File: src/rtl/rgb_pwm_driver.sv
// rgb_pwm_driver: double-buffered three-channel active-low PWM stage.
// Define RGB_PWM_STAGGER_EN to offset the G and B phases by a third of a period each.
module rgb_pwm_driver #(
   parameter int PWM_INTERVAL = 1200,
   parameter int W = $clog2(PWM_INTERVAL)
) (
   input  logic         clk,
   input  logic         rst,
   input  logic [W-1:0] duty_r,
   input  logic [W-1:0] duty_g,
   input  logic [W-1:0] duty_b,
   input  logic         duty_valid,
   output logic         duty_ready,
   output logic         period_start,
   output logic         RED,
   output logic         GRN,
   output logic         BLU
);
   localparam logic [W:0] P = (W+1)'(PWM_INTERVAL);
   localparam logic [W-1:0] LAST = W'(PWM_INTERVAL - 1);
`ifdef RGB_PWM_STAGGER_EN
   localparam logic [W:0] OFF [3] = '{'0, (W+1)'(PWM_INTERVAL / 3), (W+1)'(2 * PWM_INTERVAL / 3)};
`else
   localparam logic [W:0] OFF [3] = '{'0, '0, '0};
`endif
   logic [W-1:0] cnt;
   logic [W-1:0] duty [3];
   logic [W-1:0] pend [3];
   logic [W-1:0] act [3];
   logic [W-1:0] ph [3];
   logic [W:0]   sum [3];
   logic [2:0]   ld, ld_next, load, on, pin;
   logic         pend_full;

   assign duty[0] = duty_r;
   assign duty[1] = duty_g;
   assign duty[2] = duty_b;
   assign duty_ready = ~pend_full & ~rst;
   assign RED = pin[0];
   assign GRN = pin[1];
   assign BLU = pin[2];

   // Each channel runs on its own phase and picks up pending duty on its own phase wrap.
   always_comb begin
      sum = '{default: '0};
      ph = '{default: '0};
      on = '0;
      load = '0;
      for (int i = 0; i < 3; i++) begin
         sum[i] = {1'b0, cnt} + P - OFF[i];
         ph[i] = sum[i] >= P ? W'(sum[i] - P) : W'(sum[i]);
         on[i] = ph[i] < act[i];
         load[i] = pend_full & ~ld[i] & (ph[i] == LAST);
      end
      ld_next = ld | load;
   end

   always_ff @(posedge clk) begin
      if (rst) begin
         cnt <= '0;
         pend_full <= 1'b0;
         ld <= '0;
         pin <= '1;
         period_start <= 1'b0;
         for (int i = 0; i < 3; i++) begin
            act[i] <= '0;
            pend[i] <= '0;
         end
      end else begin
         cnt <= cnt == LAST ? '0 : cnt + 1'b1;
         period_start <= cnt == '0;
         pin <= ~on;
         ld <= &ld_next ? '0 : ld_next;
         if (&ld_next)
            pend_full <= 1'b0;
         for (int i = 0; i < 3; i++) begin
            if (load[i])
               act[i] <= pend[i];
            if (duty_valid & duty_ready)
               pend[i] <= duty[i];
         end
         if (duty_valid & duty_ready)
            pend_full <= 1'b1;
      end
   end
endmodule

File: config.mk
export PLATFORM = sky130hd
export DESIGN_NAME = rgb_pwm_driver
export DESIGN_NICKNAME = d
export VERILOG_FILES = /design/src/rtl/rgb_pwm_driver.sv
export SDC_FILE = /design/constraint.sdc
export NUM_CORES = 1
export LEC_CHECK = 0
export ABC_AREA = 1
export BUFFER_PORTS_ARGS = -buffer_cell sky130_fd_sc_hd__buf_2
export CAP_MARGIN = 0
export CORE_UTILIZATION = 60
export DETAILED_ROUTE_END_ITERATION = 7
export PLACE_DENSITY = 0.89
export SKIP_CTS_REPAIR_TIMING = 1
export SYNTH_ARGS = -nofsm -noshare
export SYNTH_HDL_FRONTEND = slang
export SYNTH_SLANG_ARGS = --single-unit
File: constraint.sdc
create_clock -name clk -period 3.88 [get_ports clk]
set_input_delay 0.582 -clock clk [delete_from_list [all_inputs] [get_ports clk]]
set_output_delay 0.582 -clock clk [all_outputs]
set_load 0.02 [all_outputs]
==> results of run 1 <==
-- flip-flops by register name (all words and copies together), names as in the netlist --
signal,cells
act,33
cnt,11
ld,3
pend,33
pend_full,1
period_start,1
pin,3
-- final cells by class --
class / count / area, um2
clock buffer: 10 / 128
clock inverter: 6 / 53.8
fill: 586 / 2470
inverter: 133 / 499
multi-input combinational: 268 / 1790
sequential: 85 / 2360
tap: 102 / 128
timing repair buffer: 46 / 258
-- cells by family (layout without fill, tap and decap cells) --
group | Yosys count | after routing | synth area share [%]
buf+inv | 141 | 195 | 12.2
compound gates | 41 | 41 | 5.60
simple gates | 185 | 185 | 21.6
fa+ha+maj | 36 | 36 | 9.51
flops | 85 | 85 | 49.9
xor+xnor | 6 | 6 | 1.11
-- worst paths after layout --
kind / cells after the start / endpoint / slack, ps
setup / recovery: 19 / act[0][13] / 710
hold / removal: 2 / pin[1] / 460
setup reg to reg: 19 / act[0][13] / 710
hold reg to reg: 1 / cnt[0] / 460
-- metal layers --
layer,wire [um],global-route usage (%),vias to the layer above
li1,-,-,1638
met1,3290,25.3,1419
met2,3970,37.9,75
met3,357,3.70,21
met4,195,9.66,0
met5,0,0,-
-- cells in the mapped netlist, drive strengths merged --
library cell / count
inv: 133
nand2: 76
xor2: 4
o21a: 1
o21bai: 3
ha: 36
o41ai: 1
xnor2: 2
clkbuf: 4
a211oi: 1
nand3: 16
a2111oi: 1
nor2: 83
edfxtp: 66
nand4: 4
nor3: 3
nor3b: 2
a21oi: 21
o31ai: 1
o2111ai: 3
dfxtp: 19
buf: 4
o21ai: 6
or4: 1
o211ai: 3
-- layout by cell type (no fill, tap or decap), types with 2 or more instances in the layout --
master                      count
sky130_fd_sc_hd__inv_6          3
sky130_fd_sc_hd__clkbuf_8       9
sky130_fd_sc_hd__o2111ai_1      3
sky130_fd_sc_hd__o211ai_1       3
sky130_fd_sc_hd__nand2_4        3
sky130_fd_sc_hd__nor2_4        31
sky130_fd_sc_hd__ha_1          36
sky130_fd_sc_hd__nor2_1        51
sky130_fd_sc_hd__nand2_2        9
sky130_fd_sc_hd__o21bai_1       3
sky130_fd_sc_hd__buf_4          5
sky130_fd_sc_hd__nand2_1       64
sky130_fd_sc_hd__xor2_1         4
sky130_fd_sc_hd__edfxtp_1      66
sky130_fd_sc_hd__nand4_1        4
sky130_fd_sc_hd__nor3b_1        2
sky130_fd_sc_hd__inv_1        131
sky130_fd_sc_hd__nor3_1         3
sky130_fd_sc_hd__nand3_1       15
sky130_fd_sc_hd__xnor2_1        2
sky130_fd_sc_hd__dfxtp_1       19
sky130_fd_sc_hd__inv_2          2
sky130_fd_sc_hd__o21ai_0        5
sky130_fd_sc_hd__buf_2         40
sky130_fd_sc_hd__a21oi_1       20
-- through the flow --
step,cells,cell area [um2]
2_1_floorplan,494,4730
3_3_place_gp,634,5040
3_5_place_dp,634,5040
4_1_cts,650,5220
5_1_grt,650,5220
6_report,650,5220
-- power by group through the flow --
stage	clock network, uW	logic [uW]	registers [uW]
2_1_floorplan	0	89.5	1060
3_3_place_gp	0	134	1060
3_5_place_dp	0	142	1060
4_1_cts	585	143	1040
5_1_grt	617	163	1050
6_report	572	142	1040
==> metrics.md, run 1 <==
| Metric | Value |
|---|---|
| Endpoints failing hold | 0 |
| Top Family by Delay on Critical Path | simple AND/OR/NAND/NOR gates |
| Antenna cell count | 0 |
| Ratio of final minimum period to clock period | 81.7% |
| Chip height | 90.8 um |
| Seq cells post-synth | between 80 and 90 |
| Number of DRC markers in iteration 0 | 210 |
| Overall power consumption | 1760 uW |
| Growth of design area from synthesis to finish | 10.3% |
| Crit path largest cell delay | 460 ps |
| Beginning of the critical path | cnt[4] |
| Post-synth net total | between 500 and 600 |
| Antenna violations before repair | 0 |
| Core Region | 7690 um2 |
| Critical path fanouts, max | 18 |
| Start point of the worst min-delay path | rst |
| Clock tree from TritonCTS | built |
| First-pass GRT wire length | between 10 and 15 mm |
| Leakage power of the design | roughly 0.0025 uW |
| Clock insertion delay at the later pin of the skew report | 350 ps |
| Max cap viols | 0 |
| Crit path time final | 3170 ps |
| Gr ovfl total | 0 |
| Arrival time of the worst setup path | 3270 ps |
| Worst Hold Slack | 463 ps |
| Syn. warnings | 0 |
| Number of optimization iterations in the first detailed-route pass | 4 |
| Clock transition at the register clock pins on the worst setup and hold paths after CTS | 90 ps |
| Port bufs | 40 |
| Worst setup skew after layout | 13.2 ps |
| Largest cells by area after synthesis | sky130_fd_sc_hd__edfxtp_1, sky130_fd_sc_hd__inv_1, sky130_fd_sc_hd__ha_1, sky130_fd_sc_hd__dfxtp_1, sky130_fd_sc_hd__nor2_4 |
| Pint | around 1300 uW |
| Synthesized area divided by synthesized cell count | 9.58 um2 |
| Sequential group share of total power | 59.4% |
| Run status | complete, no violations |
| Clock group share of total power | about a third |
| Net load switching power | roughly 440 uW |
| Reg-to-reg critical path startpoint | cnt[4] |
| Maximum vdd ir drop | about 290 uV |
| Unrepaired setup endpoints after global routing | no |
| Final weighted congestion of routability-driven global placement | just under 0.9 |
| Post-Route WL | 7.81 mm |
| CP Capture Type | flip-flop |
| Largest net degree at the start of global routing | 36 |
| Horizontal die dimension | 90.8 um |
| Final worst setup slack | 711 ps |
| Switching share of power | 24.8% |
| Worst setup SP type | flip-flop |
| Die Footprint | 8250 um2 |
| CP Class | flip-flop to flip-flop |
| Initial standard-cell utilization of the core | 61.6% |
| Number of placement rows | 32 |
| Count of buffering cells on the critical path with inverters included | 3 |
| Vias in the first global route | between 3000 and 4000 |
| Post-detailed-route count of antenna-violating nets | 0 |
| Cell repeated most along the worst path | sky130_fd_sc_hd__nand2_1 |
| Utilization of the core after routing | 67.9% |
| Placement Setup Slack | 758 ps |
| Number of setup violations in the final report | 0 |
| H-tree depth | 3 |
| Area share of the largest cell type after synthesis | 41.9% |
| Max-slew headroom | a little under two fifths |
| Clock Tree Root | sky130_fd_sc_hd__clkbuf_8 |
| Slew of the pin with the lowest slew margin | 939 ps |
| NumNets Final | 615 |
| Highest clock frequency the design can meet | roughly 320 MHz |
| Logic pwr share | 8.1% |
| Path type of the worst min-delay path | primary input to flip-flop |
| Largest area contributor in the synthesized netlist | sky130_fd_sc_hd__edfxtp_1 |
| Share of post-route cells with drive strength above 1 | about a fifth |
| Number of slew-limit violations in the final report | 0 |
| Cell chain of the critical path | inv_1 > ha_1 > inv_1 > nand2_1 > nand3_1 > nand2_1 > a21oi_4 > nand2_2 > nand2_4 > nand2_4 > nand2_1 > nand2_1 > nand2_1 > nor2_4 > o211ai_1 > nand2_2 > nand2_4 > buf_4 > nor2_4 |
| Number of CTS-inserted buffers | 9 |
| Final sum of negative setup slack | 0 ps |
| Seq/Total Area, Yosys | 49.9% |
| Count of clock tree sinks | 85 |
| HPWL after DPL | approximately 6.0 mm |
| Power per standard cell area | 336 nW/um2 |
| Wirelength per Cell | 12.0 um |
| Buffers from clock root to sink, at most | 2 |
| Post-synthesis instance area | roughly 4700 um2 |
| Vias | 3153 |
| Via/cell ratio | 4.85 |
| Detailed-route DRC error count | 0 |
| Top-level I/O count | 41 |
| Cells after synthesis | between 400 and 500 |
| Distinct cell type count after synthesis | 34 |
| Total routing resource utilization after global routing | 21.4% |
| Slowest-stage cell, CP | sky130_fd_sc_hd__dfxtp_1 |
| Data required, critical path | 3980 ps |
Note: power is estimated with default switching activity, not from simulation.
==> run 2: changes to the inputs <==
- ABC_AREA: 1 -> 0
- CORE_UTILIZATION: 60 -> 54
- PLACE_DENSITY: 0.89 -> 0.85
- clock period: 3.88 -> 2.6 ns (I/O delays scaled with it)
==> metrics.md, run 2 <==
| Metric | Value |
|---|---|
| Largest registers | act (33), pend (33), cnt (11) (unchanged) |
| Crit path largest cell delay | 460 ps (about the same) |
| Antenna violations before repair | 0 (unchanged) |
| Max cap viols | 0 (unchanged) |
| Top-level I/O count | 41 (unchanged) |
| Final weighted congestion of routability-driven global placement | 0.920 (was 0.891) |
| Total routing resource utilization after global routing | 21.4% (about the same) |
| Violations in the final reports | setup timing |
| Worst setup skew after layout | 15.4 ps (was 13.2 ps) |
| Antenna cell count | 0 (unchanged) |
| Unrepaired setup endpoints after global routing | yes (was no) |
| Seq/Total Area, Yosys | 47.6% (was 49.9%) |
| Number of slew-limit violations in the final report | 0 (unchanged) |
| Clock tree from TritonCTS | built (unchanged) |
| NumNets Final | 579 (was 615) |
| Worst Hold Slack | 323 ps (was 463 ps) |
| Area fraction in compound gates after synthesis | 10.4% (was 5.60%) |
| Detailed-route DRC error count | 0 (unchanged) |
| Utilization of the core after routing | 71.9% (was 67.9%) |
| Horizontal die dimension | 97.9 um (was 90.8 um) |
| Post-detailed-route count of antenna-violating nets | 0 (unchanged) |
| Combinational family with the most area after synthesis | simple AND/OR/NAND/NOR gates (unchanged) |
| Port bufs | 40 (unchanged) |
| Number of DRC markers in iteration 0 | 247 (was 210) |
| Worst setup SP type | flip-flop (unchanged) |
| Area share of the largest cell type after synthesis | 39.9% (was 41.9%) |
| Async SR Flop Fraction | 0% (unchanged) |
| Leakage power of the design | 0.00271 uW (was 0.00249 uW) |
| Most instantiated flip-flop cell in the synthesis netlist | sky130_fd_sc_hd__edfxtp_1 (unchanged) |
| Most used cells in the layout excluding fill and tap cells | sky130_fd_sc_hd__edfxtp_1, sky130_fd_sc_hd__buf_4, sky130_fd_sc_hd__buf_2 (was sky130_fd_sc_hd__inv_1, sky130_fd_sc_hd__edfxtp_1, sky130_fd_sc_hd__nand2_1) |
| Clock insertion delay at the later pin of the skew report | 370 ps (was 350 ps) |
| Die Footprint | 9580 um2 (was 8250 um2) |
| Path type of the worst min-delay path | primary input to flip-flop (unchanged) |
| Seq cells post-synth | 85 (unchanged) |
| Count of flip-flops with a built-in enable after synthesis | 66 (unchanged) |
| Chip height | 97.9 um (was 90.8 um) |
| Highest clock frequency the design can meet | 339 MHz (was 316 MHz) |
| Share of post-route cells with drive strength above 1 | 36.1% (was 20.1%) |
| Arrival time of the worst setup path | 3100 ps (was 3270 ps) |
| Largest net degree at the start of global routing | 35 (was 36) |
| Final worst setup slack | -347 ps (was 711 ps) |
| HPWL after DPL | 7.09 mm (was 5.99 mm) |
| Vias in the first global route | 3397 (was 3075) |
| Vias | 3683 (was 3153) |
| Instance count after placement with tap cells included | 593 (was 634) |
| Largest area contributor in the synthesized netlist | sky130_fd_sc_hd__edfxtp_1 (unchanged) |
| Maximum vdd ir drop | 370 uV (was 292 uV) |
| Data required, critical path | 2760 ps (was 3980 ps) |
| CP Capture Type | flip-flop (unchanged) |
| Distinct cell type count after synthesis | 54 (was 34) |
| Crit path time final | 2950 ps (was 3170 ps) |
| Post-synthesis instance area | 4960 um2 (was 4730 um2) |
| Buffers from clock root to sink, at most | 2 (unchanged) |
| Core Region | 8810 um2 (was 7690 um2) |
| Largest cells by area after synthesis | sky130_fd_sc_hd__edfxtp_1, sky130_fd_sc_hd__ha_1, sky130_fd_sc_hd__nor4b_2, sky130_fd_sc_hd__dfxtp_1, sky130_fd_sc_hd__and3_1 (was sky130_fd_sc_hd__edfxtp_1, sky130_fd_sc_hd__inv_1, sky130_fd_sc_hd__ha_1, sky130_fd_sc_hd__dfxtp_1, sky130_fd_sc_hd__nor2_4) |
| Post-synthesis simple-gate area fraction | 22.6% (was 21.6%) |
| Initial standard-cell utilization of the core | 56.4% (was 61.6%) |
| Slew of the pin with the lowest slew margin | 763 ps (was 939 ps) |
| Syn. warnings | 0 (unchanged) |
| Wirelength per Cell | 18.9 um (was 12.0 um) |
| Post-Route WL | 11.7 mm (was 7.81 mm) |
| Growth of design area from synthesis to finish | 27.6% (was 10.3%) |
| Post-synth top cells | sky130_fd_sc_hd__edfxtp_1, sky130_fd_sc_hd__and3_1, sky130_fd_sc_hd__inv_1, sky130_fd_sc_hd__ha_1, sky130_fd_sc_hd__nor4b_2 (was sky130_fd_sc_hd__inv_1, sky130_fd_sc_hd__edfxtp_1, sky130_fd_sc_hd__nand2_1, sky130_fd_sc_hd__nor2_1, sky130_fd_sc_hd__ha_1) |
| Number of CTS-inserted buffers | 9 (unchanged) |
| Cells after synthesis | 425 (was 494) |
| Number of placement rows | 34 (was 32) |
| Synth Area in Adders | 9.07% (was 9.51%) |
| Count of clock tree sinks | 85 (unchanged) |
| Placement Setup Slack | -356 ps (was 758 ps) |
| Number of fillers in the final layout | 537 (was 586) |
| CP Class | flip-flop to flip-flop (unchanged) |
| Slowest-stage cell, CP | sky130_fd_sc_hd__or4_4 (was sky130_fd_sc_hd__dfxtp_1) |
| Max-slew headroom | 49.1% (was 36.7%) |
| Post-synth net total | 497 (was 566) |
| Critical path fanouts, max | 7 (was 18) |
| Cell with the most instances after synthesis | sky130_fd_sc_hd__edfxtp_1 (was sky130_fd_sc_hd__inv_1) |
| Synthesized area divided by synthesized cell count | 11.7 um2 (was 9.58 um2) |
| Cell chain of the critical path | clkinvlp_4 > ha_4 > nor2b_4 > or3_1 > a41oi_2 > nand2_2 > or4_4 > and3_4 > buf_12 > nor4b_2 (was inv_1 > ha_1 > inv_1 > nand2_1 > nand3_1 > nand2_1 > a21oi_4 > nand2_2 > nand2_4 > nand2_4 > nand2_1 > nand2_1 > nand2_1 > nor2_4 > o211ai_1 > nand2_2 > nand2_4 > buf_4 > nor2_4) |
| Clock transition at the register clock pins on the worst setup and hold paths after CTS | 90 ps (about the same) |
| Number of setup violations in the final report | 69 (was 0) |
| Clock Tree Root | sky130_fd_sc_hd__clkbuf_8 (unchanged) |
| Gr ovfl total | 0 (unchanged) |
| Run status | complete, but fails checks (was complete, no violations) |
| First-pass GRT wire length | 16.1 mm (was 13.6 mm) |
| H-tree depth | 3 (unchanged) |
| Overall power consumption | 2690 uW (was 1760 uW) |
| Via/cell ratio | 5.94 (was 4.85) |
| Post-synthesis share of cell area spent on xor and xnor gates | 4.16% (was 1.11%) |
| Endpoints failing hold | 0 (unchanged) |
| Power per standard cell area | 425 nW/um2 (was 336 nW/um2) |
| Ratio of final minimum period to clock period | 113% (was 81.7%) |
| Most common cell after layout, fill and taps aside | sky130_fd_sc_hd__edfxtp_1 (was sky130_fd_sc_hd__inv_1) |
| Multiplexer fraction of the synthesized cell area | 0.454% (was 0%) |
| Number of optimization iterations in the first detailed-route pass | 4 (unchanged) |
| Post-layout instance count excluding filler cells | 620 (was 650) |
-- run 2: cell types whose count changed in the layout (fill, tap and decap cells not counted), moves of 13 or more --
| cell | previous run | this run |
|---|---|---|
| sky130_fd_sc_hd__and3_1 | 0 | 38 |
| sky130_fd_sc_hd__nor4b_4 | 0 | 20 |
| sky130_fd_sc_hd__nor4b_2 | 0 | 13 |
| sky130_fd_sc_hd__a21o_1 | 0 | 15 |
| sky130_fd_sc_hd__buf_4 | 5 | 42 |
| sky130_fd_sc_hd__nand2_1 | 64 | 19 |
| sky130_fd_sc_hd__nor2_1 | 51 | 17 |
| sky130_fd_sc_hd__nor2_4 | 31 | 0 |
| sky130_fd_sc_hd__inv_1 | 131 | 38 |
-- run 2: report_power, final --
part,total (uW),switching (uW),internal [uW]
Clock,870,488,382
Combinational,258,138,120
Sequential,1560,29.3,1530
-- run 2: worst paths after layout --
check	startpoint	endpoint	slack [ps]	cells after the start
max reg2reg	cnt[4]	act[0][16]	-350	10
min reg2reg	pend_full	pend_full	530	2
max	cnt[4]	act[0][16]	-350	10
min	duty_b[4]	pend[0][26]	320	2
-- run 2: critical path, delay by kind of cell, from the launching register on --
| family | cells | cell delay (ps) |
|---|---|---|
| simple gates | 6 | 1620 |
| flops | 1 | 370 |
| buf+inv | 2 | 290 |
| compound gates | 1 | 230 |
| fa+ha+maj | 1 | 210 |
-- run 2: metrics by stage --
stage               area (um2)  TNS [ps]
floorplan                 5060    -25860
CTS                       5790    -17610
global route              6330    -27720
global placement          5620    -13650
detailed placement        5620    -15650
finish                    6330    -18840
-- run 2: layout make-up --
| class | count | area, um2 | area share, % |
|---|---|---|---|
| clock inverter | 4 | 31.3 | 0.494 |
| sequential | 85 | 2370 | 37.4 |
| inverter | 39 | 150 | 2.37 |
| clock buffer | 12 | 145 | 2.29 |
| tap | 108 | 135 | 2.13 |
| timing repair buffer | 94 | 768 | 12.1 |
| multi-input combinational | 278 | 2740 | 43.2 |
-- run 2: kinds of logic (layout without fill, tap and decap cells) --
group	after synthesis	in the layout
AND/OR/NAND/NOR	151	152
XOR/XNOR	21	21
AO/OA/AOI/OAI	67	67
adder cells (fa/ha/maj)	36	36
multiplexers	2	2
flip-flops	85	85
buffers and inverters	63	149
-- run 2: layer usage --
metal  GRT usage (%)  routed length (um)  part of all wire, %  vias to the layer above
li1                -                   -                    -                     1725
met1            26.6                4460                   38                     1773
met2            36.6                6050                   52                      134
met3            4.51                 687                  5.9                       51
met4            7.69                 542                  4.6                        0
met5               0                   0                    0                        -
